File: config.mk
export PLATFORM = sky130hd
export DESIGN_NAME = mem_arbiter
export DESIGN_NICKNAME = d
export VERILOG_FILES = /design/src/rtl/mem_arbiter.sv
export SDC_FILE = /design/constraint.sdc
export NUM_CORES = 1
export LEC_CHECK = 0
export ABC_AREA = 1
export CAP_MARGIN = 40
export CORE_AREA = 2 2 105 107
export DETAILED_ROUTE_END_ITERATION = 8
export DIE_AREA = 0 0 107 109
export DONT_BUFFER_PORTS = 1
export SYNTH_ARGS = -nofsm -noshare
export SYNTH_HDL_FRONTEND = slang
export SYNTH_SLANG_ARGS = --single-unit
File: constraint.sdc
create_clock -name clk -period 1.44 [get_ports clk]
set_input_delay 0.288 -clock clk [delete_from_list [all_inputs] [get_ports clk]]
set_output_delay 0.288 -clock clk [all_outputs]
set_load 0.05 [all_outputs]
File: src/rtl/mem_arbiter.sv
// ---------------------------------------------------------------------------
// mem_arbiter
//   Arbitrates a shared single-port memory (1-cycle synchronous read) between
//   an instruction-fetch port and a load/store port.
//
//   Load/store wins contention. After fetch has been denied STARVE_LIMIT
//   consecutive cycles, fetch wins once.
//
//   Grants are combinational, in the same cycle as the request. Read data
//   returns one cycle later and is steered to the requester recorded in the
//   owner tag. Back-to-back grants run with no bubble.
//
// Ports
//   clk, rst_n                 clock, asynchronous active-low reset
//   i_if_req / i_if_addr       fetch request and word address
//   o_if_gnt                   fetch accepted this cycle
//   o_if_rvalid / o_if_rdata   fetch read return
//   i_ls_req / i_ls_we         load/store request, 1 = store
//   i_ls_addr / i_ls_wdata     load/store word address and store data
//   i_ls_mask                  store byte mask
//   o_ls_gnt                   load/store accepted this cycle
//   o_ls_rvalid / o_ls_rdata   load read return
//   o_mem_addr / o_mem_data    shared memory address and write data
//   o_mem_we / o_mem_mask      shared memory write enable and byte mask
//   i_mem_data                 shared memory read data (one cycle after address)
// ---------------------------------------------------------------------------
module mem_arbiter #(
  parameter int STARVE_LIMIT = 4
) (
  input  logic        clk,
  input  logic        rst_n,
  input  logic        i_if_req,
  input  logic [29:0] i_if_addr,
  output logic        o_if_gnt,
  output logic        o_if_rvalid,
  output logic [31:0] o_if_rdata,
  input  logic        i_ls_req,
  input  logic        i_ls_we,
  input  logic [29:0] i_ls_addr,
  input  logic [31:0] i_ls_wdata,
  input  logic [3:0]  i_ls_mask,
  output logic        o_ls_gnt,
  output logic        o_ls_rvalid,
  output logic [31:0] o_ls_rdata,
  output logic [29:0] o_mem_addr,
  output logic [31:0] o_mem_data,
  output logic        o_mem_we,
  output logic [3:0]  o_mem_mask,
  input  logic [31:0] i_mem_data
);

  localparam int CW = (STARVE_LIMIT < 1) ? 1 : $clog2(STARVE_LIMIT + 1);
  localparam logic [CW-1:0] LIMIT = CW'(STARVE_LIMIT);

  // Which port owns the read data returning in the current cycle.
  typedef enum logic [1:0] {
    OWN_NONE = 2'd0,
    OWN_IF   = 2'd1,
    OWN_LS   = 2'd2
  } owner_t;

  owner_t        owner_reg, owner_next;
  logic [CW-1:0] starve_cnt_reg, starve_cnt_next;
  logic          starved;

  assign starved = (starve_cnt_reg == LIMIT);

  // State registers
  always_ff @(posedge clk or negedge rst_n) begin
    if (!rst_n) begin
      owner_reg      <= OWN_NONE;
      starve_cnt_reg <= '0;
    end else begin
      owner_reg      <= owner_next;
      starve_cnt_reg <= starve_cnt_next;
    end
  end

  // Grant, memory drive, starvation counter and owner tag
  always_comb begin
    o_if_gnt        = 1'b0;
    o_ls_gnt        = 1'b0;
    o_mem_addr      = '0;
    o_mem_data      = '0;
    o_mem_we        = 1'b0;
    o_mem_mask      = '0;
    owner_next      = OWN_NONE;
    starve_cnt_next = starve_cnt_reg;

    // Fetch wins if load/store is idle or fetch has waited long enough.
    if (i_if_req && (!i_ls_req || starved)) begin
      o_if_gnt = 1'b1;
    end else if (i_ls_req) begin
      o_ls_gnt = 1'b1;
    end

    if (o_if_gnt) begin
      o_mem_addr = i_if_addr;
      owner_next = OWN_IF;
    end else if (o_ls_gnt) begin
      o_mem_addr = i_ls_addr;
      o_mem_data = i_ls_wdata;
      o_mem_we   = i_ls_we;
      o_mem_mask = i_ls_mask;
      // A store produces no read return.
      owner_next = i_ls_we ? OWN_NONE : OWN_LS;
    end

    // Count consecutive denied fetch cycles, saturating at the limit.
    if (!i_if_req || o_if_gnt) begin
      starve_cnt_next = '0;
    end else if (!starved) begin
      starve_cnt_next = starve_cnt_reg + CW'(1);
    end
  end

  // Read return steering; the non-owner sees zero data.
  assign o_if_rvalid = (owner_reg == OWN_IF);
  assign o_ls_rvalid = (owner_reg == OWN_LS);
  assign o_if_rdata  = o_if_rvalid ? i_mem_data : 32'd0;
  assign o_ls_rdata  = o_ls_rvalid ? i_mem_data : 32'd0;

endmodule

==> flow_metrics.env, run 1 <==
export IMPL_outcome="finished with violations"
export IMPL_failed_checks="setup timing"
export IMPL_start_kind="register"
export IMPL_syn_avg_cell_area_sq_um=4.539
export IMPL_vdd_ir_drop_max_uv=307.1
export IMPL_hold_path_class="in2reg"
export IMPL_synth_area_leaders="nor2_1 (25%), inv_1 (20%), nand2_1 (17%)"
export IMPL_io_pins=268
export IMPL_die_area_sq_mm=0.01166
export IMPL_power_density_mw_per_mm2=483.6
export IMPL_maxCapViolations=0
export IMPL_synth_seq_cells=5
export IMPL_hold_depth=1
export IMPL_p_leak_nw=2.205
export IMPL_crit_top_cell="nand2_2"
export IMPL_clkLatencyLatePin_ns=0.22
export IMPL_synthCells=306
export IMPL_viasPerCell=4.182
export IMPL_detailed_place_hpwl_um=6175
export IMPL_ys_warn_count=0
export IMPL_cp_cell_sequence="inv_1 -> ha_2 -> nand2_2 -> nand2_2 -> nand2_4 -> nand2_8 -> buf_4 -> clkbuf_16 -> nor2_4 -> buf_8"
export IMPL_finalCritPeriodShare=1.376
export IMPL_ys_seq_area_frac=0.09009
export IMPL_maxSlewHeadroom=0.8301
export IMPL_cts_sinks=5
export IMPL_clk_pin_slew_ns=0.03
export IMPL_rr_endpoint="owner_reg[1]"
export IMPL_reg2reg_depth=9
export IMPL_vias=2388
export IMPL_r2r_start="starve_cnt_reg[1]"
export IMPL_synth_top_area_cell="nor2_1"
export IMPL_cts_tree="built"
export IMPL_areaGrowthSynthToFinish_pct=256.5
export IMPL_drv_slew=0
export IMPL_place_gp_congestion=0.8006
export IMPL_skew_ns=0.0007511
export IMPL_drtIter0Drc=62
export IMPL_setup_viol=134
export IMPL_worst_slew_pin_slew_ns=0.2540
export IMPL_num_antenna_cells=0
export IMPL_drc=0
export IMPL_antenna_found_initial=0
export IMPL_crit_path_end_kind="output pin"
export IMPL_r2r_setup_slack_ns=0.10
export IMPL_wl_per_cell_um=15.12
export IMPL_grt_pass1_vias=2377
export IMPL_netlist_area_leader_share=0.2541
export IMPL_dpl_cell_area_sq_mm=0.003918
export IMPL_fin_area_sq_mm=0.004951
export IMPL_cts_buffer_depth=2
export IMPL_cts_root_buf="clkbuf_8"
export IMPL_synth_cell_type_count=19
export IMPL_grt_pass1_wl_um=11990
export IMPL_routed_wl_um=8636
export IMPL_required_ns=1.15
export IMPL_synth_area_sq_mm=0.001389
export IMPL_finalWorstPathRequiredPeriod_ns=1.982
export IMPL_min_to="owner_reg[1]"
export IMPL_hold_start="i_ls_we"
export IMPL_fmax_mhz=504.6
export IMPL_die_w_um=107
export IMPL_finalHoldViolations=0
export IMPL_largest_reg_flops=3
export IMPL_cts_max_level=1
export IMPL_final_util=0.4670
export IMPL_grt_max_degree=34
export IMPL_crit_path_max_fanout=6
export IMPL_portBuffers=0
export IMPL_timing_final_ws_setup_ns=-0.5419
export IMPL_die_y_um=109
export IMPL_ant_nets=0
export IMPL_initial_core_util=0.1310
export IMPL_drive_gt1_frac=0.6775
export IMPL_numCtsBuffers=3
export IMPL_syn_nets=441
export IMPL_crit_arrival_ns=1.69
export IMPL_place_ws_ns=-0.3225
export IMPL_rsz0062_at_grt="true"
export IMPL_slowest_stage="dfrtp_1"
export IMPL_core_sq_mm=0.01060
export IMPL_crit_type="reg2out"
export IMPL_grt_total_usage=0.1318
export IMPL_max_stage_delay_ns=0.34
export IMPL_nNetsFinal=567
export IMPL_grt_overflow_total=0
export IMPL_fp_row_count=38
export IMPL_dr_pass1_iters=4
## layout by cell type (no fill, tap or decap)
| cell type | count |
|---|---|
| nor2_4 | 99 |
| inv_1 | 72 |
| buf_12 | 72 |
| nand2_4 | 34 |
| buf_6 | 30 |
| nand3_1 | 29 |
| nand2_1 | 25 |
| buf_8 | 19 |
| buf_4 | 10 |
| buf_16 | 7 |
| dfrtp_1 | 5 |
| nand2_2 | 3 |
| nand2_8 | 3 |
| nor2_2 | 3 |
| clkbuf_8 | 3 |
| inv_2 | 2 |
| nor3_1 | 2 |
| clkbuf_16 | 2 |
| a21oi_4 | 1 |
| nand3_2 | 1 |
| clkinv_4 | 1 |
| inv_6 | 1 |
| nor2_1 | 1 |
| nor3b_1 | 1 |
| xnor2_1 | 1 |
| ha_2 | 1 |
| ha_1 | 1 |
| clkbuf_1 | 1 |
| dlygate4sd3_1 | 1 |
## cells in the mapped netlist
cell type   n
ha_1        2
nor2_1     94
buf_2       8
buf_8       1
buf_6       1
inv_2       1
clkbuf_1    6
nor3_1      2
a21oi_2     1
inv_1      75
nand2_1    62
dfrtp_1     5
buf_1       3
nor3b_1     1
xnor2_1     1
buf_4       1
nand2_2     3
nor2_2      9
nand3_1    30
## where the power goes
part | internal [mW] | leakage (nW) | switching, mW
Clock | 0.189 | 0.0228 | 0.0620
Sequential | 0.147 | 0.0669 | 0.00377
Combinational | 0.740 | 2.12 | 1.25
Total | 1.08 | 2.21 | 1.32
## cell families (layout without fill, tap and decap cells)
family,after synthesis,count (layout),share of synthesized area
and+or+nand+nor,201,201,0.5964
adders and majority gates,2,2,0.01802
DFF,5,5,0.09009
AOI/OAI and AO/OA,1,1,0.006307
buffers and inverters,96,221,0.2829
xor gates and xnor gates,1,1,0.006307
## repair_timing
item,CTS,global route
endpoints found under the setup margin,134,135
hold endpoints to repair,5,0
pin swaps,12,16
setup buffers,9,8
hold buffers,1,0
cloned,8,3
resized for setup,131,45
## critical path: cells and delay by family, from the launching register on
kind / cells / cell delay (ns)
adder cells (fa/ha/maj): 1 / 0.18
buffers and inverters: 4 / 0.51
AND/OR/NAND/NOR: 5 / 0.44
flip-flops: 1 / 0.34
## stage by stage
stage | cells | setup TNS (ns) | hold WS [ns] | power (mW)
5_1_grt | 571 | -55.32 | 0.1331 | 2.492
4_1_cts | 567 | -44.05 | 0.1398 | 2.340
3_3_place_gp | 545 | -15.63 | -0.007200 | 1.798
3_5_place_dp | 545 | -17.97 | -0.007183 | 1.818
2_1_floorplan | 306 | -24.78 | -0.007591 | 1.353
6_report | 571 | -45.81 | 0.1406 | 2.394
## cell type report
cell class,count,area [sq um]
clock buffers,4,45.04
inverters,76,295.3
well taps,140,175.2
fillers,905,5652
flip-flops and latches,5,125.1
multi-input cells,205,1918
repair buffers,141,2392
## worst max path at each step
stage	start	endpoint	slack [ns]	cells past startpoint
after floorplan	starve_cnt_reg[0]	o_mem_data[12]	-0.28	9
after detailed placement	starve_cnt_reg[1]	o_mem_data[27]	-0.32	9
final	starve_cnt_reg[1]	o_mem_data[25]	-0.54	10
after global placement	starve_cnt_reg[1]	o_mem_data[11]	-0.29	9
after CTS	starve_cnt_reg[1]	o_mem_addr[17]	-0.55	8
after global routing	starve_cnt_reg[1]	o_mem_data[25]	-0.62	10
## routing by layer
layer / part of all wire / GRT usage
met1: 0.30 / 0.1263
met2: 0.61 / 0.2834
met3: 0.083 / 0.03168
met4: 0.0046 / 0.01948
met5: 0 / 0
(Power assumes the default switching activity.)
==> run 2, diff against run 1 <==
--- a/config.mk
+++ b/config.mk
@@ -11,6 +11,7 @@
 export DETAILED_ROUTE_END_ITERATION = 8
 export DIE_AREA = 0 0 107 109
 export DONT_BUFFER_PORTS = 1
+export SETUP_SLACK_MARGIN = 0.1
 export SYNTH_ARGS = -nofsm -noshare
 export SYNTH_HDL_FRONTEND = slang
 export SYNTH_SLANG_ARGS = --single-unit
==> flow_metrics.env, run 2 (synthesized netlist as in run 1, its figures left out) <==
export IMPL_hold_start="i_ls_we"
export IMPL_finalHoldViolations=0
export IMPL_maxCapViolations=0
export IMPL_place_ws_ns=-0.3819
export IMPL_final_util=0.5309
export IMPL_cts_tree="built"
export IMPL_layout_commonest_cell="nor2_4"
export IMPL_tns_ns=-48.29
export IMPL_vdd_ir_drop_max_uv=241.8
export IMPL_initial_core_util=0.1310
export IMPL_portBuffers=0
export IMPL_swShare=0.5426
export IMPL_cts_buffer_depth=2
export IMPL_rsz0062_at_grt="true"
export IMPL_whs_ns=0.1333
export IMPL_grt_overflow_total=0
export IMPL_grt_pass1_vias=2484
export IMPL_viasPerCell=4.212
export IMPL_fp_row_count=38
export IMPL_finalWorstPathRequiredPeriod_ns=2.025
export IMPL_reg2reg_depth=7
export IMPL_drtIter0Drc=84
export IMPL_rr_endpoint="owner_reg[0]"
export IMPL_vias=2426
export IMPL_timing_final_ws_setup_ns=-0.5854
export IMPL_nNetsFinal=572
export IMPL_finalCritPeriodShare=1.407
export IMPL_crit_arrival_ns=1.74
export IMPL_drive_gt1_frac=0.7821
export IMPL_die_area_sq_mm=0.01166
export IMPL_p_switching_mw=1.414
export IMPL_place_gp_congestion=0.7248
export IMPL_fmax_mhz=493.7
export IMPL_core_sq_mm=0.01060
export IMPL_cts_max_level=1
export IMPL_grt_total_usage=0.1416
export IMPL_setup_viol=134
export IMPL_outcome="finished with violations"
export IMPL_skew_ns=0.003229
export IMPL_p_int_mw=1.192
export IMPL_ant_nets=0
export IMPL_power_frac_seq=0.058
export IMPL_min_to="owner_reg[1]"
export IMPL_maxSlewHeadroom=0.8259
export IMPL_hold_path_class="in2reg"
export IMPL_final_cell_mix="nor2_4 (102), buf_12 (87), inv_1 (72)"
export IMPL_grt_max_degree=34
export IMPL_io_pins=268
export IMPL_cts_sinks=5
export IMPL_failed_checks="setup timing"
export IMPL_drc=0
export IMPL_r2r_setup_slack_ns=0.06
export IMPL_crit_path_max_fanout=8
export IMPL_clock_power_share=0.098
export IMPL_comb_power_share=0.844
export IMPL_routed_wl_um=9945
export IMPL_cts_root_buf="clkbuf_8"
export IMPL_areaGrowthSynthToFinish_pct=305.3
export IMPL_start_kind="register"
export IMPL_wl_per_cell_um=17.27
export IMPL_grt_pass1_wl_um=12940
export IMPL_dr_pass1_iters=4
export IMPL_hold_depth=1
export IMPL_largest_reg_flops=3
export IMPL_r2r_start="starve_cnt_reg[1]"
export IMPL_clk_pin_slew_ns=0.04
export IMPL_clkLatencyLatePin_ns=0.22
export IMPL_detailed_place_hpwl_um=6643
export IMPL_crit_path_end_kind="output pin"
export IMPL_numCtsBuffers=3
export IMPL_worst_slew_pin_slew_ns=0.2603
export IMPL_crit_type="reg2out"
export IMPL_required_ns=1.15
export IMPL_p_leak_nw=2.456
export IMPL_power_density_mw_per_mm2=462.9
export IMPL_drv_slew=0
export IMPL_dpl_cell_area_sq_mm=0.004098
export IMPL_num_antenna_cells=0
export IMPL_antenna_found_initial=0
export IMPL_fin_area_sq_mm=0.005629
export IMPL_die_y_um=109
export IMPL_die_w_um=107
-- run 2: cell count changes in the layout (fill, tap and decap cells not counted), sizes merged --
cell | previous run | this run
buf | 138 | 141
inv | 75 | 74
clkinv | 1 | 2
clkbuf | 6 | 8
-- run 2: layout make-up --
class                   count  area [sq um]
multi-input cells         205          2410
flip-flops and latches      5         126.4
inverters                  76         297.8
clock buffers               4         45.04
fillers                   858          4974
repair buffers            146          2575
well taps                 140         175.2
-- run 2: power groups by stage --
stage / sequential, mW / combinational, mW / clock [mW]
2_1_floorplan: 0.152 / 1.23 / 0
3_3_place_gp: 0.152 / 1.70 / 0
3_5_place_dp: 0.152 / 1.72 / 0
4_1_cts: 0.152 / 2.02 / 0.262
5_1_grt: 0.152 / 2.28 / 0.273
6_report: 0.152 / 2.20 / 0.254
-- run 2: layer usage --
layer / GRT usage / wire (um)
met1: 0.1376 / 3128
met2: 0.3039 / 5905
met3: 0.02989 / 870
met4: 0.02412 / 40
met5: 0 / 0
-- run 2: timing repair --
action                     in CTS  in global routing
setup buffers                  13                  7
gates cloned                    9                  5
pin swaps                      16                 44
hold endpoints to repair        5                  0
hold buffers                    1                  0
setup endpoints to repair     135                136
resized for setup             115                124
-- run 2: stage by stage --
| step | total power, mW | instances |
|---|---|---|
| floorplan | 1.379 | 306 |
| global placement | 1.854 | 546 |
| detailed placement | 1.876 | 546 |
| CTS | 2.433 | 572 |
| global route | 2.703 | 576 |
| finish | 2.606 | 576 |
-- run 2: worst max-delay path, stage by stage, from the launching register on --
cell	delay, ns
dfrtp_1	0.38
inv_1	0.07
ha_2	0.18
nand2_2	0.06
buf_4	0.14
a21oi_4	0.16
buf_12	0.14
clkbuf_16	0.19
nand2_4	0.08
nand2_8	0.11
-- run 2: worst max path at each step --
stage,start,end,slack [ns],cells after the start
floorplan,starve_cnt_reg[0],o_mem_data[12],-0.28,9
global placement,starve_cnt_reg[1],o_mem_addr[19],-0.28,8
detailed placement,starve_cnt_reg[1],o_mem_addr[23],-0.38,8
CTS,starve_cnt_reg[1],o_mem_addr[19],-0.60,8
global route,starve_cnt_reg[1],o_mem_addr[0],-0.64,9
finish,starve_cnt_reg[1],o_mem_addr[14],-0.59,9
